--- src/rtl/spi_req_arbiter.sv ---
// Round-robin sharing of one SPI master between NREQ requesters, with local address rejection and a WAIT timeout.
// A request seen in IDLE is granted the next cycle. A requester holds req until its one-cycle rsp_valid pulse.
module spi_req_arbiter #(
  parameter int NREQ     = 2,
  parameter int MAX_ADDR = 32,
  parameter int TIMEOUT  = 1024
) (
  input  logic              clk,
  input  logic              rst,
  input  logic [NREQ-1:0]   req,
  input  logic [NREQ-1:0]   req_wr,
  input  logic [NREQ*8-1:0] req_addr,
  input  logic [NREQ*8-1:0] req_din,
  output logic [NREQ-1:0]   gnt,
  output logic [NREQ-1:0]   rsp_valid,
  output logic              rsp_err,
  output logic [7:0]        rsp_dout,
  output logic              busy,
  output logic              m_start,
  output logic              m_wr,
  output logic [7:0]        m_addr,
  output logic [7:0]        m_din,
  output logic              m_abort,
  input  logic              m_done,
  input  logic              m_err,
  input  logic [7:0]        m_dout
);
  localparam int IW = $clog2(NREQ);
  localparam int CW = $clog2(TIMEOUT);
  localparam logic [NREQ-1:0] ONE = NREQ'(1);

  typedef enum logic [2:0] {IDLE, ISSUE, WAIT, RESP, REJECT} state_t;

  state_t        state;
  state_t        state_nxt;
  logic [IW-1:0] ptr;
  logic [IW-1:0] win;
  logic [IW-1:0] win_idx;
  logic          win_found;
  logic [7:0]    sel_addr;
  logic          addr_ok;
  logic [CW-1:0] cnt;
  logic          timeout_hit;
  logic          err_q;
  logic [7:0]    dout_q;

  // First requesting index at or after ptr, wrapping around.
  always_comb begin
    win_found = 1'b0;
    win_idx   = '0;
    for (int k = 0; k < NREQ; k++) begin
      if (!win_found && req[(int'(ptr) + k) % NREQ]) begin
        win_found = 1'b1;
        win_idx   = IW'((int'(ptr) + k) % NREQ);
      end
    end
  end

  assign sel_addr    = req_addr[int'(win_idx)*8 +: 8];
  assign addr_ok     = int'(sel_addr) < MAX_ADDR;
  assign timeout_hit = (cnt == CW'(TIMEOUT - 1));

  always_ff @(posedge clk) begin
    if (rst) begin
      state <= IDLE;
    end else begin
      state <= state_nxt;
    end
  end

  always_comb begin
    state_nxt = state;
    busy      = (state != IDLE);
    m_start   = 1'b0;
    m_abort   = 1'b0;
    rsp_valid = '0;
    rsp_err   = 1'b0;
    rsp_dout  = '0;
    case (state)
      IDLE: begin
        if (win_found) begin
          state_nxt = addr_ok ? ISSUE : REJECT;
        end
      end
      ISSUE: begin
        m_start   = 1'b1;
        state_nxt = WAIT;
      end
      WAIT: begin
        // Completion beats the timeout when both land in the same cycle.
        if (m_done) begin
          state_nxt = RESP;
        end else if (timeout_hit) begin
          m_abort   = 1'b1;
          state_nxt = RESP;
        end
      end
      REJECT: begin
        state_nxt = RESP;
      end
      RESP: begin
        rsp_valid = gnt;
        rsp_err   = err_q;
        rsp_dout  = dout_q;
        state_nxt = IDLE;
      end
      default: begin
        state_nxt = IDLE;
      end
    endcase
  end

  always_ff @(posedge clk) begin
    if (rst) begin
      ptr    <= '0;
      win    <= '0;
      gnt    <= '0;
      m_wr   <= 1'b0;
      m_addr <= '0;
      m_din  <= '0;
      cnt    <= '0;
      err_q  <= 1'b0;
      dout_q <= '0;
    end else begin
      case (state)
        IDLE: begin
          if (win_found) begin
            win    <= win_idx;
            gnt    <= ONE << win_idx;
            m_wr   <= req_wr[win_idx];
            m_addr <= sel_addr;
            m_din  <= req_din[int'(win_idx)*8 +: 8];
            err_q  <= 1'b0;
            dout_q <= '0;
          end
        end
        ISSUE: begin
          cnt <= '0;
        end
        WAIT: begin
          if (m_done) begin
            err_q  <= m_err;
            dout_q <= m_wr ? 8'h00 : m_dout;
          end else if (timeout_hit) begin
            err_q  <= 1'b1;
            dout_q <= '0;
          end else begin
            cnt <= cnt + CW'(1);
          end
        end
        REJECT: begin
          err_q  <= 1'b1;
          dout_q <= '0;
        end
        RESP: begin
          ptr    <= (win == IW'(NREQ - 1)) ? '0 : win + IW'(1);
          gnt    <= '0;
          m_wr   <= 1'b0;
          m_addr <= '0;
          m_din  <= '0;
          err_q  <= 1'b0;
          dout_q <= '0;
        end
        default: begin
        end
      endcase
    end
  end

endmodule

--- config.mk ---
export PLATFORM = sky130hd
export DESIGN_NAME = spi_req_arbiter
export DESIGN_NICKNAME = d
export VERILOG_FILES = /design/src/rtl/spi_req_arbiter.sv
export SDC_FILE = /design/constraint.sdc
export NUM_CORES = 1
export LEC_CHECK = 0
export CORE_MARGIN = 2
export CORE_UTILIZATION = 55
export CTS_CLUSTER_DIAMETER = 60
export CTS_CLUSTER_SIZE = 20
export DETAILED_ROUTE_END_ITERATION = 12
export DONT_BUFFER_PORTS = 1
export PLACE_DENSITY = 0.78
export SYNTH_ARGS = -nofsm -noshare
export SYNTH_HDL_FRONTEND = slang
export SYNTH_SLANG_ARGS = --single-unit
--- constraint.sdc ---
create_clock -name clk -period 2 [get_ports clk]
set_input_delay 0.6 -clock clk [delete_from_list [all_inputs] [get_ports clk]]
set_output_delay 0.6 -clock clk [all_outputs]
set_load 0.01 [all_outputs]
After elaboration in Yosys (flattened, before gate mapping) --
Cells that the tools add are included.
Word-level totals: register bits 43, bits of input ports 48, word-level logic and storage cells 89
Cells by class: add/subtract/negate cells 3, order comparisons 4, equality and inequality tests 9, shifts and indexed selects 3, mux-type cells 44, bitwise logic cells 1, reductions and logical operators 15
Operator list (count):
- $mux W8 | 7
- $pmux W8 S2 | 2
- $shiftx A16 B5 Y8 | 2
- $pmux W8 S3 | 1
- $mux W1 | 21
- $mux W10 | 2
- $pmux W10 S2 | 1
- $mux W3 | 4
- $pmux W3 S4 | 1
- $add A10 B1 Y10 const B | 1
- $eq A10 B10 Y1 const B | 1
- $reduce_and A3 Y1 | 3
- $lt A8 B6 Y1 const B | 1
- $eq A3 B2 Y1 const B | 2
- $ne A2 B2 Y1 const B | 3
- $reduce_and A2 Y1 | 3
- $reduce_bool A3 Y1 | 2
- $lt A1 B2 Y1 const B | 2
- $mux W2 | 2
- $pmux W1 S4 | 1
- $pmux W2 S2 | 1
- $reduce_bool A2 Y1 | 2
- $reduce_bool A4 Y1 | 1
- $eq A3 B1 Y1 const B | 1
- other kinds (11) | 12

Logic depth before layout (Yosys ltp) --
Gate-level depths: netlist (run 1).
depth after elaboration 12, mapped depth 6, depth with buffers taken out 5

Least setup slack after synthesis (run 1) --
No wires, ideal clock.
path type input to output, from input port m_done, to output port m_abort, arrival 1424 ps, setup slack -24 ps, cell stages on the path 3, path buffers 0, cell sequence nor4b_4 -> nand3_2 -> nor3_1
On the way: cells in the longest elaborated chain, start to end 2
RTL lines:
- from (decl) | RTL line 24 | input logic m_done,
- $mux W1 | RTL line 91 | if (m_done) begin
- $mux W1 | RTL line 79 | case (state)
- to (decl) | RTL line 23 | output logic m_abort,
Every way passes these cells.

Worst setup path in the final report (run 1) --
from register state[2], to output port m_abort
On the way: cells in the longest elaborated chain, start to end 2
RTL lines:
- from (decl) | RTL line 34 | state_t state;
- from (signal assigned) | RTL line 67 | state <= state_nxt;
- $eq A3 B2 Y1 | RTL line 79
- $mux W1 | RTL line 79
Every way passes these cells.

==> results of run 1 <==
## through the flow
stage,instances,area [sq um]
after floorplan,229,2100
after global placement,271,2150
after detailed placement,271,2150
after CTS,280,2270
after global routing,281,2280
final,281,2280
## layout make-up
type	instances	area [sq um]	share of cell area, %
multi-input combinational	166	1150	50.4
sequential	43	863	37.8
timing repair buffer	10	87.6	3.83
clock buffer	8	100	4.38
inverter	6	22.5	0.986
tap	48	60.1	2.63
## power by group
part | switching (mW) | leakage, nW | internal, mW
Clock | 0.280 | 0.0515 | 0.315
Sequential | 0.213 | 0.352 | 1.04
Combinational | 0.447 | 0.514 | 0.350
Total | 0.939 | 0.918 | 1.71
## sequential cells by signal, indices dropped and copies added (netlist names)
name / cells
cnt: 10
dout_q: 8
err_q: 1
gnt: 2
m_addr: 8
m_din: 8
m_wr: 1
ptr: 1
state: 3
win: 1
## Yosys cell counts, types with 3 or more instances
cell and n:
sky130_fd_sc_hd__and2_1 12, sky130_fd_sc_hd__nand3_1 5, sky130_fd_sc_hd__a21oi_1 14, sky130_fd_sc_hd__clkbuf_1 6, sky130_fd_sc_hd__o31ai_1 6, sky130_fd_sc_hd__nand2b_1 5
sky130_fd_sc_hd__buf_4 3, sky130_fd_sc_hd__a22o_1 8, sky130_fd_sc_hd__or2_2 3, sky130_fd_sc_hd__mux2i_1 17, sky130_fd_sc_hd__o21ai_0 6, sky130_fd_sc_hd__dfxtp_1 43
sky130_fd_sc_hd__nand2_1 7, sky130_fd_sc_hd__nor2_1 28, sky130_fd_sc_hd__buf_2 3, sky130_fd_sc_hd__inv_1 6, sky130_fd_sc_hd__or4_1 4, sky130_fd_sc_hd__or3_1 3
sky130_fd_sc_hd__nor3_1 5, sky130_fd_sc_hd__a211oi_1 16
## cell families after synthesis
family                     synth area share (%)
muxes                                      8.14
xor gates and xnor gates                  0.419
AOI/OAI and AO/OA                          20.6
buffers and inverters                      4.67
DFF                                        41.2
adders and majority gates                 0.598
and+or+nand+nor                            24.4
## how the worst max path moves through the flow
stage	from	to	slack, ns	depth (start not counted)
after floorplan	m_done	m_abort	0.06	3
after global placement	m_done	m_abort	0.05	3
after detailed placement	m_done	m_abort	0.05	3
after global routing	state[2]	m_abort	-0.06	4
after CTS	state[2]	m_abort	0.003	4
final	state[2]	m_abort	0.03	4
## layout by cell type, fill, tap and decap left out, types with 3 or more instances in the layout
cell type | synthesis | final
sky130_fd_sc_hd__a211oi_1 | 16 | 16
sky130_fd_sc_hd__a21oi_1 | 14 | 14
sky130_fd_sc_hd__a22o_1 | 8 | 8
sky130_fd_sc_hd__and2_1 | 12 | 12
sky130_fd_sc_hd__buf_4 | 3 | 9
sky130_fd_sc_hd__clkbuf_8 | 0 | 7
sky130_fd_sc_hd__dfxtp_1 | 43 | 41
sky130_fd_sc_hd__inv_1 | 6 | 6
sky130_fd_sc_hd__mux2i_1 | 17 | 17
sky130_fd_sc_hd__nand2_1 | 7 | 7
sky130_fd_sc_hd__nand2b_1 | 5 | 5
sky130_fd_sc_hd__nand3_1 | 5 | 5
sky130_fd_sc_hd__nor2_1 | 28 | 27
sky130_fd_sc_hd__nor3_1 | 5 | 4
sky130_fd_sc_hd__o21ai_0 | 6 | 6
sky130_fd_sc_hd__o31ai_1 | 6 | 6
sky130_fd_sc_hd__or2_2 | 3 | 3
sky130_fd_sc_hd__or3_1 | 3 | 3
sky130_fd_sc_hd__or4_1 | 4 | 4
## per-layer routing
layer	track usage, %	vias up	routed length (um)
li1	-	835	-
met5	0	-	0
met2	33.6	68	1820
met3	6.68	8	338
met1	25.6	749	1850
met4	7.81	0	80
## what timing repair did
item	CTS	global route
endpoints found under the setup margin	12	12
setup buffers	1	1
resized for setup	4	1
pin swaps	1	0
## worst register-to-register path: cells and delay by family, from the launching register on
kind | cells | cell delay [ns]
AOI/OAI and AO/OA | 3 | 0.95
DFF | 1 | 0.42
and+or+nand+nor | 1 | 0.25
==> run summary, run 1 <==
====================================================================================
Final estimated routing congestion in global placement ................        0.764
Count of nets after finishing .........................................          281
Via/cell ratio ........................................................         5.91
RSZ-0062 raised after global routing ..................................         true
Type of the tightest min-delay check .................................. input pin to register
Register-to-register setup slack ......................................      0.27 ns
TritonCTS Buffers .....................................................            5
Maxcap violations .....................................................            0
Worst Hold Endpoint ...................................................    m_addr[5]
Register clock-pin slew on the reported worst setup and hold paths ....      0.08 ns
Max frequency .........................................................    0.509 GHz
Depth of the worst register-to-register path ..........................            4
Worst slew slack as a fraction of its limit ...........................        56.6%
Maximum number of pins on one net before global-route repair ..........           31
Share of post-route cells with drive strength above 1 .................        13.7%
H-tree depth reported by CTS ..........................................            2
Hold Violations, Final ................................................            0
Worst-path cell chain ................................................. nor4b_4 -> buf_4 -> nand3_2 -> nor3_4
Part of the cycle the worst path needs ................................        98.3%
Total number of yosys warnings ........................................            0
Total power ...........................................................      2.65 mW
Routed via count ......................................................         1660
Launch point of the worst hold path ...................................          rst
Antenna Diode Count ...................................................            0
Hpwl dp ...............................................................      3080 um
GR Overflow Total .....................................................            0
Total negative setup slack ............................................         0 ns
Via count of the first global-routing pass ............................         1542
Peak VDD IR ...........................................................     0.726 mV
Portion of the post-synthesis area used by sequential elements ........        41.2%
Top cells by area in the synthesized netlist .......................... sky130_fd_sc_hd__dfxtp_1 41%, sky130_fd_sc_hd__mux2i_1 8.1%, sky130_fd_sc_hd__a211oi_1 5.7%
Power density over cell area .......................................... 1160 nW/um^2
Final Max Tran Viols ..................................................            0
PnR worst setup slack .................................................    0.0340 ns
Die Outline Area ......................................................   4310 sq um
Number of different library cells in the post-synthesis netlist .......           44
PortBufs ..............................................................            0
Worst-path cell with the longest stage delay .......................... sky130_fd_sc_hd__dfxtp_2
Result of the run ..................................................... finished clean
Synthesis-stage register bit count ....................................           43
Post-Route WL .........................................................      4090 um
Remaining number of nets flagged by the antenna check after routing ...            0
Cell taking the most area after synthesis ............................. sky130_fd_sc_hd__dfxtp_1
Most instantiated flip-flop cell in the synthesis netlist ............. sky130_fd_sc_hd__dfxtp_1
Share of flip-flops with an asynchronous set or reset after synthesis .           0%
Overall die height ....................................................      65.7 um
Area inside the core boundary .........................................   3660 sq um
Startpoint types ......................................................     register
Area of the mapped netlist ............................................   2090 sq um
TritonCTS clock tree ..................................................        built
Synthesized net count .................................................          278
Initial antenna violation count .......................................            0
Syn_area_per_cell .....................................................   9.13 sq um
Final Util ............................................................        62.4%
CTS Root Cell ......................................................... sky130_fd_sc_hd__clkbuf_8
Startpoint of the lowest-slack register-to-register path ..............       cnt[3]
Pre-CTS setup slack ...................................................    0.0471 ns
Capturing element type of the critical path ...........................  output port
FP Rows ...............................................................           22
Static Leak ...........................................................     0.918 nW
Area growth from synthesis to layout ..................................        9.28%
Final clock skew ......................................................   0.00683 ns
Horizontal extent of the die ..........................................      65.7 um
Gr usage total ........................................................        20.7%
Source-to-sink clock delay at the later pin of the worst-skew pair ....      0.29 ns
Initial DRC count .....................................................           88
Starting Density ......................................................        57.1%
Required time at the worst-slack endpoint .............................      1.40 ns
Global-route wire length before repair ................................      6870 um
Worst-path fanout max .................................................            5
Buf/Inv on CP .........................................................            1
Post-synth EDFFs ......................................................            0
Endpoint of the worst register-to-register path .......................    dout_q[1]
DR WL/cell ............................................................      14.6 um
Hold_buf cts ..........................................................            0
Number of detailed-routing iterations run before antenna repair .......            4
Worst hold stages .....................................................            1
Area fraction of the dominant cell type after synthesis ...............        41.2%
Final setup viols .....................................................            0
Filler cell count .....................................................          321
Hold slack ............................................................     0.365 ns
I/O pin total .........................................................           81
DR DRC count ..........................................................            0
Maximum buffer depth of the clock tree ................................            2
Clock tree sinks ......................................................           43
Post-layout minimum cycle time ........................................      1.97 ns
Arrival time reported for the critical path endpoint ..................      1.37 ns
Cell family contributing the most delay on the critical path .......... simple AND/OR/NAND/NOR gates
Highest cell delay on the worst timing path ...........................      0.36 ns
Critical setup path kind .............................................. register to output port
Worst slew pin tran ...................................................     0.652 ns
Instance count of the mapped netlist ..................................          229
====================================================================================
(Power assumes the default switching activity.)
==> inputs of run 2 (changes only) <==
- CORE_ASPECT_RATIO: default -> 1.75
- SLEW_MARGIN: default -> 20
==> run summary, run 2 (synthesis gave the netlist of run 1 again) <==
==================================================================================
Result of the run ................................................... finished clean   unchanged
Required time at the worst-slack endpoint ...........................      1.40 ns   about the same
Reported net switching power ........................................     0.917 mW   was 0.939 mW
Hpwl dp .............................................................      3150 um   was 3080 um
Count of nets after finishing .......................................          279   was 281
Largest register FFs ................................................           10   unchanged
Depth of the worst register-to-register path ........................            5   was 4
Leading cell type in the layout, fill and taps excluded ............. sky130_fd_sc_hd__dfxtp_1   unchanged
Hold_buf cts ........................................................            0   unchanged
Max frequency .......................................................    0.522 GHz   was 0.509 GHz
Total power .........................................................      2.57 mW   was 2.65 mW
Clock tree sinks ....................................................           43   unchanged
Area inside the core boundary .......................................   3630 sq um   was 3660 sq um
Type of the tightest min-delay check ................................ input pin to register   unchanged
Maximum buffer depth of the clock tree ..............................            2   unchanged
TritonCTS Buffers ...................................................            5   unchanged
PortBufs ............................................................            0   unchanged
Final setup viols ...................................................            0   unchanged
Area growth from synthesis to layout ................................        7.54%   was 9.28%
Startpoint of the lowest-slack register-to-register path ............       cnt[0]   was cnt[3]
Post-place instance area ............................................   2150 sq um   about the same
Startpoint types ....................................................     register   unchanged
Hold Violations, Final ..............................................            0   unchanged
GR Overflow Total ...................................................            0   unchanged
Number of detailed-routing iterations run before antenna repair .....            4   unchanged
Number of setup buffers added after CTS .............................            0   was 1
Antenna Diode Count .................................................            0   unchanged
Power density over cell area ........................................ 1140 nW/um^2   was 1160 nW/um^2
Share of post-route cells with drive strength above 1 ...............        13.0%   was 13.7%
DR WL/cell ..........................................................      14.9 um   was 14.6 um
Share of power burned in the clock network ..........................        21.2%   was 22.5%
Total negative setup slack ..........................................         0 ns   unchanged
Sequential cell fraction of total power .............................        49.0%   was 47.4%
Finished Cell Area ..................................................   2250 sq um   was 2280 sq um
Static Leak .........................................................     0.887 nW   was 0.918 nW
Cell internal pwr ...................................................      1.66 mW   was 1.71 mW
Post-Route WL .......................................................      4110 um   was 4090 um
Routed via count ....................................................         1640   was 1660
Largest Register ....................................................          cnt   unchanged
Launch point of the worst hold path .................................          rst   unchanged
FP Rows .............................................................           29   was 22
Arrival time reported for the critical path endpoint ................      1.32 ns   was 1.37 ns
Worst-path fanout max ...............................................           11   was 5
Final Max Tran Viols ................................................            0   unchanged
Final estimated routing congestion in global placement ..............        0.744   was 0.764
CTS Root Cell ....................................................... sky130_fd_sc_hd__clkbuf_8   unchanged
Die Outline Area ....................................................   4330 sq um   was 4310 sq um
Hold slack ..........................................................     0.372 ns   was 0.365 ns
Critical setup path kind ............................................ register to output port   unchanged
Register-to-register setup slack ....................................      0.28 ns   was 0.27 ns
Commonest cells after routing, fill and taps aside .................. 41 x sky130_fd_sc_hd__dfxtp_1, 27 x sky130_fd_sc_hd__nor2_1, 17 x sky130_fd_sc_hd__mux2i_1   unchanged
Final clock skew ....................................................   0.00325 ns   was 0.00683 ns
RSZ-0062 raised after global routing ................................        false   was true
Proportion of total power due to net switching ......................        35.7%   was 35.5%
Via count of the first global-routing pass ..........................         1598   was 1542
Remaining number of nets flagged by the antenna check after routing .            0   unchanged
Endpoint of the worst register-to-register path .....................    dout_q[7]   was dout_q[1]
I/O pin total .......................................................           81   unchanged
Via/cell ratio ......................................................         5.94   was 5.91
Part of the cycle the worst path needs ..............................        95.8%   was 98.3%
Capturing element type of the critical path .........................  output port   unchanged
Maxcap violations ...................................................            0   unchanged
TritonCTS clock tree ................................................        built   unchanged
Initial antenna violation count .....................................            0   unchanged
Post-layout minimum cycle time ......................................      1.92 ns   was 1.97 ns
Horizontal extent of the die ........................................      50.6 um   was 65.7 um
Gr usage total ......................................................        20.8%   was 20.7%
Starting Density ....................................................        57.6%   was 57.1%
Worst slew pin tran .................................................     0.658 ns   was 0.652 ns
Cells resized by post-CTS repair ....................................            3   was 4
Maximum number of pins on one net before global-route repair ........           25   was 31
Worst slew slack as a fraction of its limit .........................        56.1%   was 56.6%
Register clock-pin slew on the reported worst setup and hold paths ..      0.08 ns   about the same
Peak VDD IR .........................................................      1.09 mV   was 0.726 mV
DR DRC count ........................................................            0   unchanged
Worst Hold Endpoint .................................................    m_addr[6]   was m_addr[5]
Combinational group share of total power ............................        29.8%   was 30.1%
Overall die height ..................................................      85.6 um   was 65.7 um
Initial DRC count ...................................................           12   was 88
Source-to-sink clock delay at the later pin of the worst-skew pair ..      0.29 ns   about the same
Worst hold stages ...................................................            1   unchanged
Global-route wire length before repair ..............................      7020 um   was 6870 um
H-tree depth reported by CTS ........................................            2   unchanged
==================================================================================
-- run 2: changes by cell type in the layout (fill, tap and decap cells not counted) --
cell	previous run	this run
sky130_fd_sc_hd__buf_4	9	7
sky130_fd_sc_hd__clkbuf_1	1	0
sky130_fd_sc_hd__clkinv_2	0	1
sky130_fd_sc_hd__nor3_2	0	1
sky130_fd_sc_hd__clkbuf_8	7	6
sky130_fd_sc_hd__nor3_4	1	0
-- run 2: power by group through the flow --
stage | combinational, mW | clock [mW] | sequential, mW
2_1_floorplan | 0.668 | 0 | 1.21
3_3_place_gp | 0.746 | 0 | 1.27
3_5_place_dp | 0.766 | 0 | 1.28
4_1_cts | 0.775 | 0.567 | 1.26
5_1_grt | 0.869 | 0.598 | 1.29
6_report | 0.767 | 0.547 | 1.26
-- run 2: routing by layer --
metal	track usage, %	routed length [um]
met1	23.0	1580
met2	36.2	2140
met3	6.27	304
met4	8.35	81
met5	0	0
-- run 2: critical path, stage by stage (launching register included) --
cell,delay [ns]
sky130_fd_sc_hd__dfxtp_2,0.38
sky130_fd_sc_hd__nor4b_4,0.32
sky130_fd_sc_hd__nand3_2,0.13
sky130_fd_sc_hd__nor3_2,0.20
-- run 2: per-stage QoR --
step                      instances  setup WS (ns)  utilization, %
after floorplan                 229         0.0585               -
after global placement          269          0.183            59.3
after detailed placement        269          0.112            59.3
after CTS                       276       0.000617            61.9
after global routing            276         0.0195            62.0
final                           276         0.0832            62.0
-- run 2: area by class of cell --
type / instances / area [sq um]
Fill cell: 336 / 1380
Multi-Input combinational cell: 166 / 1140
Sequential cell: 43 / 863
Clock buffer: 6 / 82.6
Timing Repair Buffer: 8 / 72.6
Tap cell: 46 / 57.6
Inverter: 6 / 22.5
Clock inverter: 1 / 5.00
-- run 2: worst max-delay path by stage --
stage	start	cells past startpoint	end	slack [ns]
final	state[2]	3	m_abort	0.08
after global routing	state[2]	3	m_abort	0.02
after CTS	state[2]	3	m_abort	0.0006
after detailed placement	state[2]	3	rsp_dout[2]	0.11
after global placement	state[2]	3	rsp_valid[1]	0.18
after floorplan	m_done	3	m_abort	0.06
